===== config.mk =====
export PLATFORM = sky130hd
export DESIGN_NAME = program_loader_flat
export DESIGN_NICKNAME = d
export VERILOG_FILES = /design/src/rtl/program_loader_if.sv /design/src/rtl/program_loader.sv /design/src/flat_wrapper.sv
export SDC_FILE = /design/constraint.sdc
export NUM_CORES = 1
export LEC_CHECK = 0
export CAP_MARGIN = 10
export CORE_AREA = 3 3 48 68
export DETAILED_ROUTE_END_ITERATION = 6
export DIE_AREA = 0 0 51 71
export PLACE_DENSITY = 0.53
export SYNTH_ARGS = -nofsm -noshare
export SYNTH_HDL_FRONTEND = slang
export SYNTH_SLANG_ARGS = --single-unit

===== constraint.sdc =====
create_clock -name clk -period 2.01 [get_ports clk]
set_input_delay 0.402 -clock clk [delete_from_list [all_inputs] [get_ports clk]]
set_output_delay 0.402 -clock clk [all_outputs]
set_load 0.01 [all_outputs]

===== src/rtl/program_loader_if.sv =====
// program_loader_if: program stream input and instruction-memory write port of the loader
interface program_loader_if #(
  parameter int AW = 2,
  parameter int IW = 2
);
  logic          in_valid;
  logic          in_ready;
  logic [IW-1:0] in_data;
  logic          in_last;
  logic          wr_en;
  logic [AW-1:0] wr_addr;
  logic [IW-1:0] wr_data;
  modport slave (
    input  in_valid, in_data, in_last,
    output in_ready, wr_en, wr_addr, wr_data
  );
  modport master (
    output in_valid, in_data, in_last,
    input  in_ready, wr_en, wr_addr, wr_data
  );
endinterface


===== src/rtl/program_loader.sv =====
// program_loader: streams a program into CPU instruction memory, pads unused slots with NOP,
// holds the CPU in reset until every slot is written. Define LOADER_CHECKSUM_EN to require
// a trailing XOR checksum word after the stream.
module program_loader #(
  parameter int DEPTH = 4,
  parameter int AW    = 2,
  parameter int IW    = 2
) (
  input  logic            clk,
  input  logic            reset,
  input  logic            i_start,
  program_loader_if.slave bus,
  output logic            o_cpu_reset,
  output logic            o_loaded,
  output logic            o_error
);
`ifdef LOADER_CHECKSUM_EN
  typedef enum logic [2:0] {IDLE, LOAD, CSUM, PAD, RUN} state_t;
`else
  typedef enum logic [1:0] {IDLE, LOAD, PAD, RUN} state_t;
`endif
  localparam logic [AW-1:0] LAST = AW'(DEPTH - 1);
  state_t        r_state;
  logic [AW-1:0] r_addr;
  logic          r_wr_en;
  logic [AW-1:0] r_wr_addr;
  logic [IW-1:0] r_wr_data;
  logic          r_cpu_reset;
  logic          r_loaded;
  logic          r_error;
  logic          w_in_ready;
`ifdef LOADER_CHECKSUM_EN
  logic [IW-1:0] r_xor;
  logic          r_full;
  assign w_in_ready = (r_state == LOAD) || (r_state == CSUM);
`else
  assign w_in_ready = (r_state == LOAD);
`endif
  assign bus.in_ready = w_in_ready;
  assign bus.wr_en    = r_wr_en;
  assign bus.wr_addr  = r_wr_addr;
  assign bus.wr_data  = r_wr_data;
  assign o_cpu_reset  = r_cpu_reset;
  assign o_loaded     = r_loaded;
  assign o_error      = r_error;
  // Load FSM: start restarts from slot 0 (not during padding); writes are registered one cycle after accept
  always_ff @(posedge clk) begin
    if (!reset) begin
      r_state     <= IDLE;
      r_addr      <= '0;
      r_wr_en     <= 1'b0;
      r_wr_addr   <= '0;
      r_wr_data   <= '0;
      r_cpu_reset <= 1'b1;
      r_loaded    <= 1'b0;
      r_error     <= 1'b0;
`ifdef LOADER_CHECKSUM_EN
      r_xor       <= '0;
      r_full      <= 1'b0;
`endif
    end else if (i_start && r_state != PAD) begin
      r_state     <= LOAD;
      r_addr      <= '0;
      r_wr_en     <= 1'b0;
      r_cpu_reset <= 1'b1;
      r_loaded    <= 1'b0;
      r_error     <= 1'b0;
`ifdef LOADER_CHECKSUM_EN
      r_xor       <= '0;
`endif
    end else begin
      r_wr_en <= 1'b0;
      case (r_state)
        LOAD: if (bus.in_valid) begin
          r_wr_en   <= 1'b1;
          r_wr_addr <= r_addr;
          r_wr_data <= bus.in_data;
          if (r_addr == LAST) r_error <= ~bus.in_last;
          if (r_addr != LAST) r_addr <= r_addr + 1'b1;
`ifdef LOADER_CHECKSUM_EN
          r_xor <= r_xor ^ bus.in_data;
          if (r_addr == LAST || bus.in_last) begin
            r_state <= CSUM;
            r_full  <= (r_addr == LAST);
          end
`else
          if (r_addr == LAST || bus.in_last) r_state <= (r_addr == LAST) ? RUN : PAD;
`endif
        end
`ifdef LOADER_CHECKSUM_EN
        CSUM: if (bus.in_valid) begin
          r_state <= (bus.in_data != r_xor) ? IDLE : (r_full ? RUN : PAD);
          if (bus.in_data != r_xor) r_error <= 1'b1;
        end
`endif
        PAD: begin
          r_wr_en   <= 1'b1;
          r_wr_addr <= r_addr;
          r_wr_data <= '0;
          if (r_addr == LAST) r_state <= RUN;
          else r_addr <= r_addr + 1'b1;
        end
        RUN: begin
          r_cpu_reset <= 1'b0;
          r_loaded    <= 1'b1;
        end
        default: ;
      endcase
    end
  end
endmodule

===== src/flat_wrapper.sv =====
// flat-port wrapper written by rule: the top's interface ports become plain ports
module program_loader_flat 
#(
  parameter int DEPTH = 4,
  parameter int AW    = 2,
  parameter int IW    = 2
)
  (clk, reset, i_start, o_cpu_reset, o_loaded, o_error, bus_in_valid, bus_in_data, bus_in_last, bus_in_ready, bus_wr_en, bus_wr_addr, bus_wr_data);
  program_loader_if #(.AW(AW), .IW(IW)) bus_i ();
  input  logic clk;
  input  logic reset;
  input  logic i_start;
  output logic o_cpu_reset;
  output logic o_loaded;
  output logic o_error;
  input wire logic [$bits(bus_i.in_valid)-1:0] bus_in_valid;
  input wire logic [$bits(bus_i.in_data)-1:0] bus_in_data;
  input wire logic [$bits(bus_i.in_last)-1:0] bus_in_last;
  output wire logic [$bits(bus_i.in_ready)-1:0] bus_in_ready;
  output wire logic [$bits(bus_i.wr_en)-1:0] bus_wr_en;
  output wire logic [$bits(bus_i.wr_addr)-1:0] bus_wr_addr;
  output wire logic [$bits(bus_i.wr_data)-1:0] bus_wr_data;
  assign bus_i.in_valid = bus_in_valid;
  assign bus_i.in_data = bus_in_data;
  assign bus_i.in_last = bus_in_last;
  assign bus_in_ready = bus_i.in_ready;
  assign bus_wr_en = bus_i.wr_en;
  assign bus_wr_addr = bus_i.wr_addr;
  assign bus_wr_data = bus_i.wr_data;
  program_loader #(.DEPTH(DEPTH), .AW(AW), .IW(IW)) u_core (.clk(clk), .reset(reset), .i_start(i_start), .bus(bus_i), .o_cpu_reset(o_cpu_reset), .o_loaded(o_loaded), .o_error(o_error));
endmodule

==> metrics, run 1 <==
hold_buf cts 0; RSZ-0062 raised after global routing false; I/O Pins 16; Layout Skew 0.005927 ns; syn avg cell area 9.058 sq um; CP top delay family buffers and inverters; fin worst setup slack 0.1059 ns; Net Sw Power 0.0002394 W; Max-Cap Viols 0; Final setup viols 0; dpl hpwl 1.183 mm; filler cell count 306; Cells after Synth 71; Via density 4.722; All-Layer GR Usage 0.09262; routed len/inst 12.38 um; DR DRC count 0; Routed Antenna Nets 0; pwr dens 872.5 mW/mm^2; Hold Path Class reg2reg; Vert. Die Dim 71 um; P_int 0.0005346 W; critical path peak fanout 4; Gate power share 0.302; part of the power in registers 0.356; htree depth 1; Distinct cells, synth 29; Netlist Area Pre-Place 643.1 sq um; sw frac 0.3093; most instantiated library cell after synthesis dfxtp_1; Worst Path Buf+Inv 2; Total Routed Length 1.560 mm; Root Driver clkbuf_8; initial DRC count 14; Fin Setup TNS 0 ns; outcome completed; GP Congestion 0.7820; Clk Latency, worst-skew pair 0.25 ns; vias in the first global route 576; Max VDD drop 0.3579 mV; Worst EP required 1.61 ns; post-synth top area cell dfxtp_1; Slew @ Worst Pin 0.3069 ns; Post-CTS Resized 0; CTS sink count 12; Post-Syn Nets 84; hold_sp u_core.bus.wr_data[1]$_SDFFE_PN0P_; via count 595; ys flop type dfxtp_1; endpoint class of the critical path primary output; period utilisation layout 0.9473; clock edge transition at the registers on the reported setup and hold paths 0.06 ns; ant diodes 0; largest net degree at the start of global routing 9; Leakage 0.3291 nW; largest cells by area after synthesis dfxtp_1 (37%), ha_1 (12%), a21oi_1 (6.2%); Post-CTS Repair Setup Buffers 0; sequential-to-total area share from yosys stat 0.3735; max incr delay on CP 0.56 ns; Max Buffers Root-to-Sink 2; #FFs+latches synth 12; yosys warns 0; Hold Vio Cnt, Final 0; number of synthesized flops with an enable pin 0; DRT Pass-1 Iters 4; core area 0.002791 sq mm; power share of the clock group 0.342; final worst path period need 1.904 ns; num rows 23; Initial Util 0.2304; Slew Viols, Final 0; initial antenna violation count 0; fraction of layout instances using a drive strength above 1 0.06742; Hold Slack 0.4753 ns; Cell Area, Placed 832.0 sq um; WS Path Type reg2out; crit-path cells inv_1 > ha_1 > clkdlybuf4s50_1; GR Overflow Total 0; Crit. Startpoint u_core.r_state[1]$_SDFFE_PP0P_; area delta synth->final 37.94%; Worst setup SP type flop; share of the synthesized area in the top cell type 0.3735; CTS tree yes; Total Power 0.0007740 W; area of the die 0.003621 sq mm; Async SR Flop Fraction 0; Final Cell Area 887.1 sq um; Post-synth top cells dfxtp_1 (12), a21oi_1 (8), ha_1 (6); fin nets 103; Port Buf Inserts 15; Arr. time, crit path 1.50 ns; Rel. slew slack 0.7954; Num CTS Buffers 3; Die Wd 51 um; critical path's slowest cell clkdlybuf4s50_1; DP Worst Slack 0.1982 ns; RR Startpoint u_core.r_state[0]$_SDFFE_PN0P_; first-pass GRT wire length 2.511 mm; Max Freq 525.2 MHz
==> power groups by stage <==
stage | sequential (W) | clock, W | combinational, W
6_report | 0.000276 | 0.000265 | 0.000233
3_5_place_dp | 0.000281 | 0 | 0.000232
4_1_cts | 0.000275 | 0.000276 | 0.000234
3_3_place_gp | 0.000279 | 0 | 0.000230
2_1_floorplan | 0.000281 | 0 | 0.000158
5_1_grt | 0.000279 | 0.000291 | 0.000256
==> tightest hold or removal path, cell delays in order (launching register included) <==
cell and delay (ns):
dfxtp_1 0.31, o31ai_1 0.06, a21oi_1 0.06
==> worst paths after layout <==
| check | endpoint | slack, ns | cells after the start |
|---|---|---|---|
| worst max-delay path | bus_in_ready | 0.11 | 3 |
| worst min-delay path | u_core.bus.wr_data[1]$_SDFFE_PN0P_ | 0.48 | 2 |
| worst max register to register | u_core.r_state[0]$_SDFFE_PN0P_ | 0.19 | 5 |
| worst min register to register | u_core.bus.wr_data[1]$_SDFFE_PN0P_ | 0.48 | 2 |
==> state kept, by name, summed over array words and instances, names as in the netlist <==
signal	count
u_core.bus.wr_addr	2
u_core.bus.wr_data	2
u_core.r_addr	2
u_core.r_state	2
u_core.bus.wr_en	1
u_core.o_cpu_reset	1
u_core.o_error	1
u_core.o_loaded	1
==> cell type report <==
class,instances,area (sq um),share of cell area
multi-input combinational,53,376.6,0.4245
timing repair buffer,15,150.1,0.1693
clock buffer,4,55.05,0.06206
tap,37,46.29,0.05219
sequential,12,240.2,0.2708
inverter,5,18.77,0.02116
==> routing by layer <==
metal,vias to the layer above,share of wire,global-route usage
li1,298,-,-
met1,268,0.44,0.1102
met2,22,0.46,0.1320
met3,7,0.051,0.01684
met4,0,0.051,0.09581
met5,-,0,0
==> logic make-up after synthesis <==
kind of cell               after synthesis  share of synthesized area
AOI/OAI and AO/OA                       21                     0.2160
adders and majority gates                6                     0.1167
buffers and inverters                    6                    0.04086
DFF                                     12                     0.3735
muxes                                    1                    0.01556
and+or+nand+nor                         25                     0.2373
==> layout by cell type, fill, tap and decap left out <==
cell type and count:
nor2_1 4, or3b_1 1, a31oi_1 1, clkbuf_8 4, clkdlybuf4s50_1 15, mux2i_1 1, a211oi_1 1, a221o_1 1
nand2b_1 3, o21a_1 1, nor3_1 1, dfxtp_1 12, or3_1 1, nand3_1 1, o31ai_1 4, and2b_2 1
o21ai_1 1, nand2_1 1, or2b_1 2, o21ai_0 2, a211oi_2 1, inv_1 5, ha_1 6, and4_1 1
nand4_1 4, a41o_1 1, nor4_1 1, nor2b_1 3, a21oi_1 8, or4_1 1
==> stage by stage <==
stage / cells / util
floorplan: 71 / -
detailed placement: 122 / 0.2981
global route: 126 / 0.3178
global placement: 122 / 0.2981
CTS: 126 / 0.3178
finish: 126 / 0.3178
(Power assumes the default switching activity.)
==> run 2, diff against run 1 <==
- CORE_AREA: 3 3 48 68 -> 5 5 50 70
- DIE_AREA: 0 0 51 71 -> 0 0 55 75
==> run 2 against run 1 <==
Effect of this change: worst setup slack got worse by 0.0037 ns; wire length fell by 2.2%; clock skew fell by 0.0052 ns.
==> metrics, run 2 (synthesized netlist as in run 1, its figures left out) <==
Worst setup SP type flop (unchanged); P_int 0.0005352 W (was 0.0005346 W); Num CTS Buffers 3 (unchanged); hold_buf cts 0 (unchanged); crit-path cells inv_1 > ha_1 > clkdlybuf4s50_1 (unchanged); Routed Antenna Nets 0 (unchanged); CP top delay family buffers and inverters (unchanged); filler cell count 295 (was 306); CTS tree yes (unchanged); Crit path depth 3 (unchanged); area of the die 0.004125 sq mm (was 0.003621 sq mm); Post-CTS Repair Setup Buffers 0 (unchanged); reg2reg path depth 5 (unchanged); core area 0.002791 sq mm (unchanged); Max Freq 524.2 MHz (was 525.2 MHz); Total Routed Length 1.525 mm (was 1.560 mm); Worst EP required 1.61 ns (about the same); clock edge transition at the registers on the reported setup and hold paths 0.05 ns (was 0.06 ns); Rel. slew slack 0.7857 (was 0.7954); initial antenna violation count 0 (unchanged); vias in the first global route 567 (was 576); dpl hpwl 1.175 mm (was 1.183 mm); Die Wd 55 um (was 51 um); Post-CTS Resized 0 (unchanged); I/O Pins 16 (unchanged); Port Buf Inserts 15 (unchanged); Root Driver clkbuf_8 (unchanged); initial DRC count 13 (was 14); fraction of layout instances using a drive strength above 1 0.06742 (unchanged); pwr dens 877.7 mW/mm^2 (was 872.5 mW/mm^2); Max-Cap Viols 0 (unchanged); area delta synth->final 37.94% (unchanged); Net Sw Power 0.0002434 W (was 0.0002394 W); fin nets 103 (unchanged); Via density 4.802 (was 4.722); largest net degree at the start of global routing 9 (unchanged); routed len/inst 12.10 um (was 12.38 um); Hold Path Class reg2reg (unchanged); most frequent cells in the layout clkdlybuf4s50_1 (15), dfxtp_1 (12), a21oi_1 (8) (unchanged); power share of the clock group 0.348 (was 0.342); Arr. time, crit path 1.51 ns (was 1.50 ns); sw frac 0.3126 (was 0.3093); CTS sink count 12 (unchanged); register area 240.2 sq um (unchanged); RSZ-0062 raised after global routing false (unchanged); ant diodes 0 (unchanged); leading cell type in the layout, fill and taps excluded clkdlybuf4s50_1 (unchanged); final worst path period need 1.908 ns (was 1.904 ns); period utilisation layout 0.9491 (was 0.9473); Hold Vio Cnt, Final 0 (unchanged); GR Overflow Total 0 (unchanged); Max VDD drop 0.2886 mV (was 0.3579 mV); Worst Path Buf+Inv 2 (unchanged); GP Congestion 0.7479 (was 0.7820); Initial Util 0.2304 (unchanged); Slew Viols, Final 0 (unchanged); Leakage 0.3291 nW (unchanged); Gate power share 0.299 (was 0.302); critical path peak fanout 4 (unchanged); Slew @ Worst Pin 0.3215 ns (was 0.3069 ns); All-Layer GR Usage 0.08610 (was 0.09262); part of the power in registers 0.353 (was 0.356); endpoint class of the critical path primary output (unchanged); max incr delay on CP 0.57 ns (was 0.56 ns); Fin Setup TNS 0 ns (unchanged); Max Buffers Root-to-Sink 2 (unchanged); Final Cell Area 887.1 sq um (unchanged); final core occ 0.3178 (unchanged); DR DRC count 0 (unchanged); area of the multi-input gates 376.6 sq um (unchanged); via count 605 (was 595); Clk Latency, worst-skew pair 0.25 ns (about the same); fin worst setup slack 0.1022 ns (was 0.1059 ns); Final setup viols 0 (unchanged); Layout Skew 0.0007497 ns (was 0.005927 ns); DP Worst Slack 0.1834 ns (was 0.1982 ns); num rows 23 (unchanged); Cell Area, Placed 832.0 sq um (unchanged); DRT Pass-1 Iters 4 (unchanged); Vert. Die Dim 75 um (was 71 um); first-pass GRT wire length 2.511 mm (unchanged); htree depth 1 (unchanged); WS Path Type reg2out (unchanged); Hold Path Cell Cnt 2 (unchanged); outcome completed (unchanged); critical path's slowest cell clkdlybuf4s50_1 (unchanged)
## run 2: cell counts in the layout (fill, tap and decap cells not counted)
No cell type changed its count.
## run 2: final timing paths
| check | startpoint | endpoint | slack, ns |
|---|---|---|---|
| setup / recovery | u_core.r_state[1]$_SDFFE_PP0P_ | bus_in_ready | 0.10 |
| hold / removal | u_core.bus.wr_data[0]$_SDFFE_PN0P_ | u_core.bus.wr_data[0]$_SDFFE_PN0P_ | 0.47 |
| setup reg to reg | u_core.r_state[0]$_SDFFE_PN0P_ | u_core.r_state[0]$_SDFFE_PN0P_ | 0.16 |
| hold reg to reg | u_core.bus.wr_data[0]$_SDFFE_PN0P_ | u_core.bus.wr_data[0]$_SDFFE_PN0P_ | 0.47 |
## run 2: layer usage
layer  GRT usage  share of wire
met1     0.09697           0.42
met2      0.1316           0.48
met3     0.02772          0.070
met4     0.06486          0.033
met5           0              0
## run 2: area by class of cell
cell class                      count  area share
Clock buffer                        4     0.06206
Inverter                            5     0.02116
Multi-Input combinational cell     53      0.4245
Sequential cell                    12      0.2708
Tap cell                           37     0.05219
Timing Repair Buffer               15      0.1693
## run 2: worst register-to-register path, stage by stage, from the launching register on
cell and delay [ns]:
dfxtp_1 0.40, inv_1 0.10, ha_1 0.39, or4_1 0.56
a211oi_2 0.21, nor4_1 0.07
## run 2: power groups by stage
stage               Combinational, W  Clock, W  Sequential, W
floorplan                   0.000158         0       0.000281
global placement            0.000228         0       0.000279
detailed placement          0.000231         0       0.000280
CTS                         0.000234  0.000277       0.000275
global route                0.000258  0.000294       0.000278
finish                      0.000233  0.000271       0.000275
## run 2: stage by stage
stage	power (W)	std cells	hold slack (ns)
floorplan	0.0004385	71	0.4596
CTS	0.0007866	126	0.4734
detailed placement	0.0005115	122	0.4636
global route	0.0008299	126	0.4957
global placement	0.0005072	122	0.4479
finish	0.0007786	126	0.4692
==> run 3, diff against run 2 <==
- PLACE_DENSITY: 0.53 -> 0.54
- RECOVER_POWER: unset -> 50
- clock period: 2.01 -> 1.7 ns (I/O delays scaled with it)
==> run 3 against run 2 <==
Effect of this change: sequential share of layout area decreased by 0.61 points; register-to-register slack got worse by 0.07 ns; global-route usage increased by 0.28 points; first-iteration DRC count decreased by 7.7%; non-clock buffer count increased by 3; die area unchanged; critical path depth increased by 2; via count decreased by 0.99%; largest cell class unchanged; highest routed layer unchanged.
==> metrics, run 3 (synthesized netlist as in run 1, its figures left out) <==
critical path's slowest cell or4_1 (was clkdlybuf4s50_1); final core occ 0.3286 (was 0.3178); sw frac 0.3144 (was 0.3126); Hold Path Class reg2reg (unchanged); fin worst setup slack 0.09325 ns (was 0.1022 ns); Rel. slew slack 0.7350 (was 0.7857); Gate power share 0.347 (was 0.299); dpl hpwl 1.226 mm (was 1.175 mm); num rows 23 (unchanged); Initial Util 0.2304 (unchanged); Fin Setup TNS 0 ns (unchanged); first-pass GRT wire length 2.642 mm (was 2.511 mm); power share of the clock group 0.285 (was 0.348); DR DRC count 0 (unchanged); area of the die 0.004125 sq mm (unchanged); initial DRC count 12 (was 13); part of the power in registers 0.369 (was 0.353); Max Freq 622.4 MHz; initial antenna violation count 0 (unchanged); vias in the first global route 604 (was 567); core area 0.002791 sq mm (unchanged); Arr. time, crit path 1.73 ns (was 1.51 ns); largest net degree at the start of global routing 9 (unchanged); outcome completed (unchanged); area delta synth->final 42.61% (was 37.94%); ant diodes 0 (unchanged); period utilisation layout 0.9451; RSZ-0062 raised after global routing false (unchanged); CTS sink count 12 (unchanged); critical path peak fanout 4 (unchanged); Via density 4.680 (was 4.802); Post-CTS Repair Setup Buffers 0 (unchanged); Max Buffers Root-to-Sink 2 (unchanged); Vert. Die Dim 75 um (unchanged); max incr delay on CP 0.53 ns (was 0.57 ns); endpoint class of the critical path flop (was primary output); final worst path period need 1.607 ns; Max-Cap Viols 0 (unchanged); DP Worst Slack 0.03264 ns (was 0.1834 ns); pwr dens 969.8 mW/mm^2 (was 877.7 mW/mm^2); Max VDD drop 0.2560 mV (was 0.2886 mV); Total Routed Length 1.516 mm (was 1.525 mm); Hold Vio Cnt, Final 0 (unchanged); Routed Antenna Nets 0 (unchanged); via count 599 (was 605); Worst setup SP type flop (unchanged); Num CTS Buffers 3 (unchanged); crit-path cells inv_1 > ha_4 > or4_1 > a211oi_2 > nor4_1 (was inv_1 > ha_1 > clkdlybuf4s50_1); I/O Pins 16 (unchanged); Inst Count DP 125 (was 122); htree depth 1 (unchanged); CTS tree yes (unchanged); Die Wd 55 um (unchanged); Layout Skew 0.003550 ns (was 0.0007497 ns); WS Path Type reg2reg (was reg2out); Root Driver clkbuf_8 (unchanged); leading cell type in the layout, fill and taps excluded dfxtp_1 (was clkdlybuf4s50_1); Leakage 0.3529 nW (was 0.3291 nW); GR Overflow Total 0 (unchanged); P_int 0.0006098 W (was 0.0005352 W); fin nets 106 (was 103); routed len/inst 11.84 um (was 12.10 um); final cell count without fillers 128 (was 126); Worst EP required 1.82 ns (was 1.61 ns); DRT Pass-1 Iters 4 (unchanged); fraction of layout instances using a drive strength above 1 0.1538 (was 0.06742); Slew @ Worst Pin 0.3933 ns (was 0.3215 ns); Port Buf Inserts 15 (unchanged); most frequent cells in the layout dfxtp_1 (10), clkdlybuf4s50_1 (9), a21oi_1 (8) (was clkdlybuf4s50_1 (15), dfxtp_1 (12), a21oi_1 (8)); Hold Slack 0.4573 ns (was 0.4692 ns); Clk Latency, worst-skew pair 0.24 ns (was 0.25 ns); clock edge transition at the registers on the reported setup and hold paths 0.05 ns (about the same); hold_buf cts 0 (unchanged); Net Sw Power 0.0002796 W (was 0.0002434 W); GP Congestion 0.7209 (was 0.7479); All-Layer GR Usage 0.08890 (was 0.08610); Final setup viols 0 (unchanged); Slew Viols, Final 0 (unchanged)
[run 3: changes by cell type in the layout (fill, tap and decap cells not counted), sizes merged]
| cell | change |
|---|---|
| buf | +3 |
| clkbuf | -1 |
| dlygate4sd2 | +1 |
| clkdlybuf4s50 | -6 |
| dlygate4sd3 | +5 |
[run 3: layer usage]
layer | track usage | share of wire | up-vias
met5 | 0 | 0 | -
li1 | - | - | 303
met1 | 0.1044 | 0.43 | 273
met4 | 0.07297 | 0.036 | 0
met3 | 0.009901 | 0.049 | 5
met2 | 0.1408 | 0.48 | 18
[run 3: cell type report]
type	instances	area, sq um
Clock buffer	3	41.29
Timing Repair Buffer	18	171.4
Fill cell	309	1874
Tap cell	37	46.29
Inverter	5	18.77
Multi-Input combinational cell	53	396.6
Sequential cell	12	242.7
[run 3: final timing paths]
path / start / endpoint / slack (ns) / cells after the start
setup / recovery: u_core.r_state[0]$_SDFFE_PN0P_ / u_core.r_state[0]$_SDFFE_PN0P_ / 0.09 / 5
hold / removal: u_core.o_loaded$_SDFFE_PP0N_ / u_core.o_loaded$_SDFFE_PP0N_ / 0.46 / 2
hold reg to reg: u_core.o_loaded$_SDFFE_PP0N_ / u_core.o_loaded$_SDFFE_PP0N_ / 0.46 / 2
setup reg to reg: u_core.r_state[0]$_SDFFE_PN0P_ / u_core.r_state[0]$_SDFFE_PN0P_ / 0.09 / 5
[run 3: repair_timing]
item,CTS,global route
hold endpoints to repair,0,0
gates cloned,0,0
endpoints found under the setup margin,1,3
gates resized for setup,2,4
[run 3: critical path, delay by kind of cell (launching register included)]
kind	cells	cell delay, ns
AO/OA/AOI/OAI	1	0.20
adder cells (fa/ha/maj)	1	0.25
buffers and inverters	1	0.09
flip-flops	1	0.35
AND/OR/NAND/NOR	2	0.59
[run 3: power by group through the flow]
stage	clock, W	combinational [W]	sequential [W]
after global placement	0	0.000312	0.000331
after global routing	0.000278	0.000345	0.000333
final	0.000253	0.000308	0.000328
after detailed placement	0	0.000314	0.000331
after CTS	0.000265	0.000312	0.000326
after floorplan	0	0.000202	0.000333
[run 3: per-stage QoR]
step | instance area, sq um | power [W]
3_3_place_gp | 867.1 | 0.0006431
5_1_grt | 917.1 | 0.0009558
3_5_place_dp | 867.1 | 0.0006453
2_1_floorplan | 655.6 | 0.0005355
4_1_cts | 909.6 | 0.0009029
6_report | 917.1 | 0.0008894
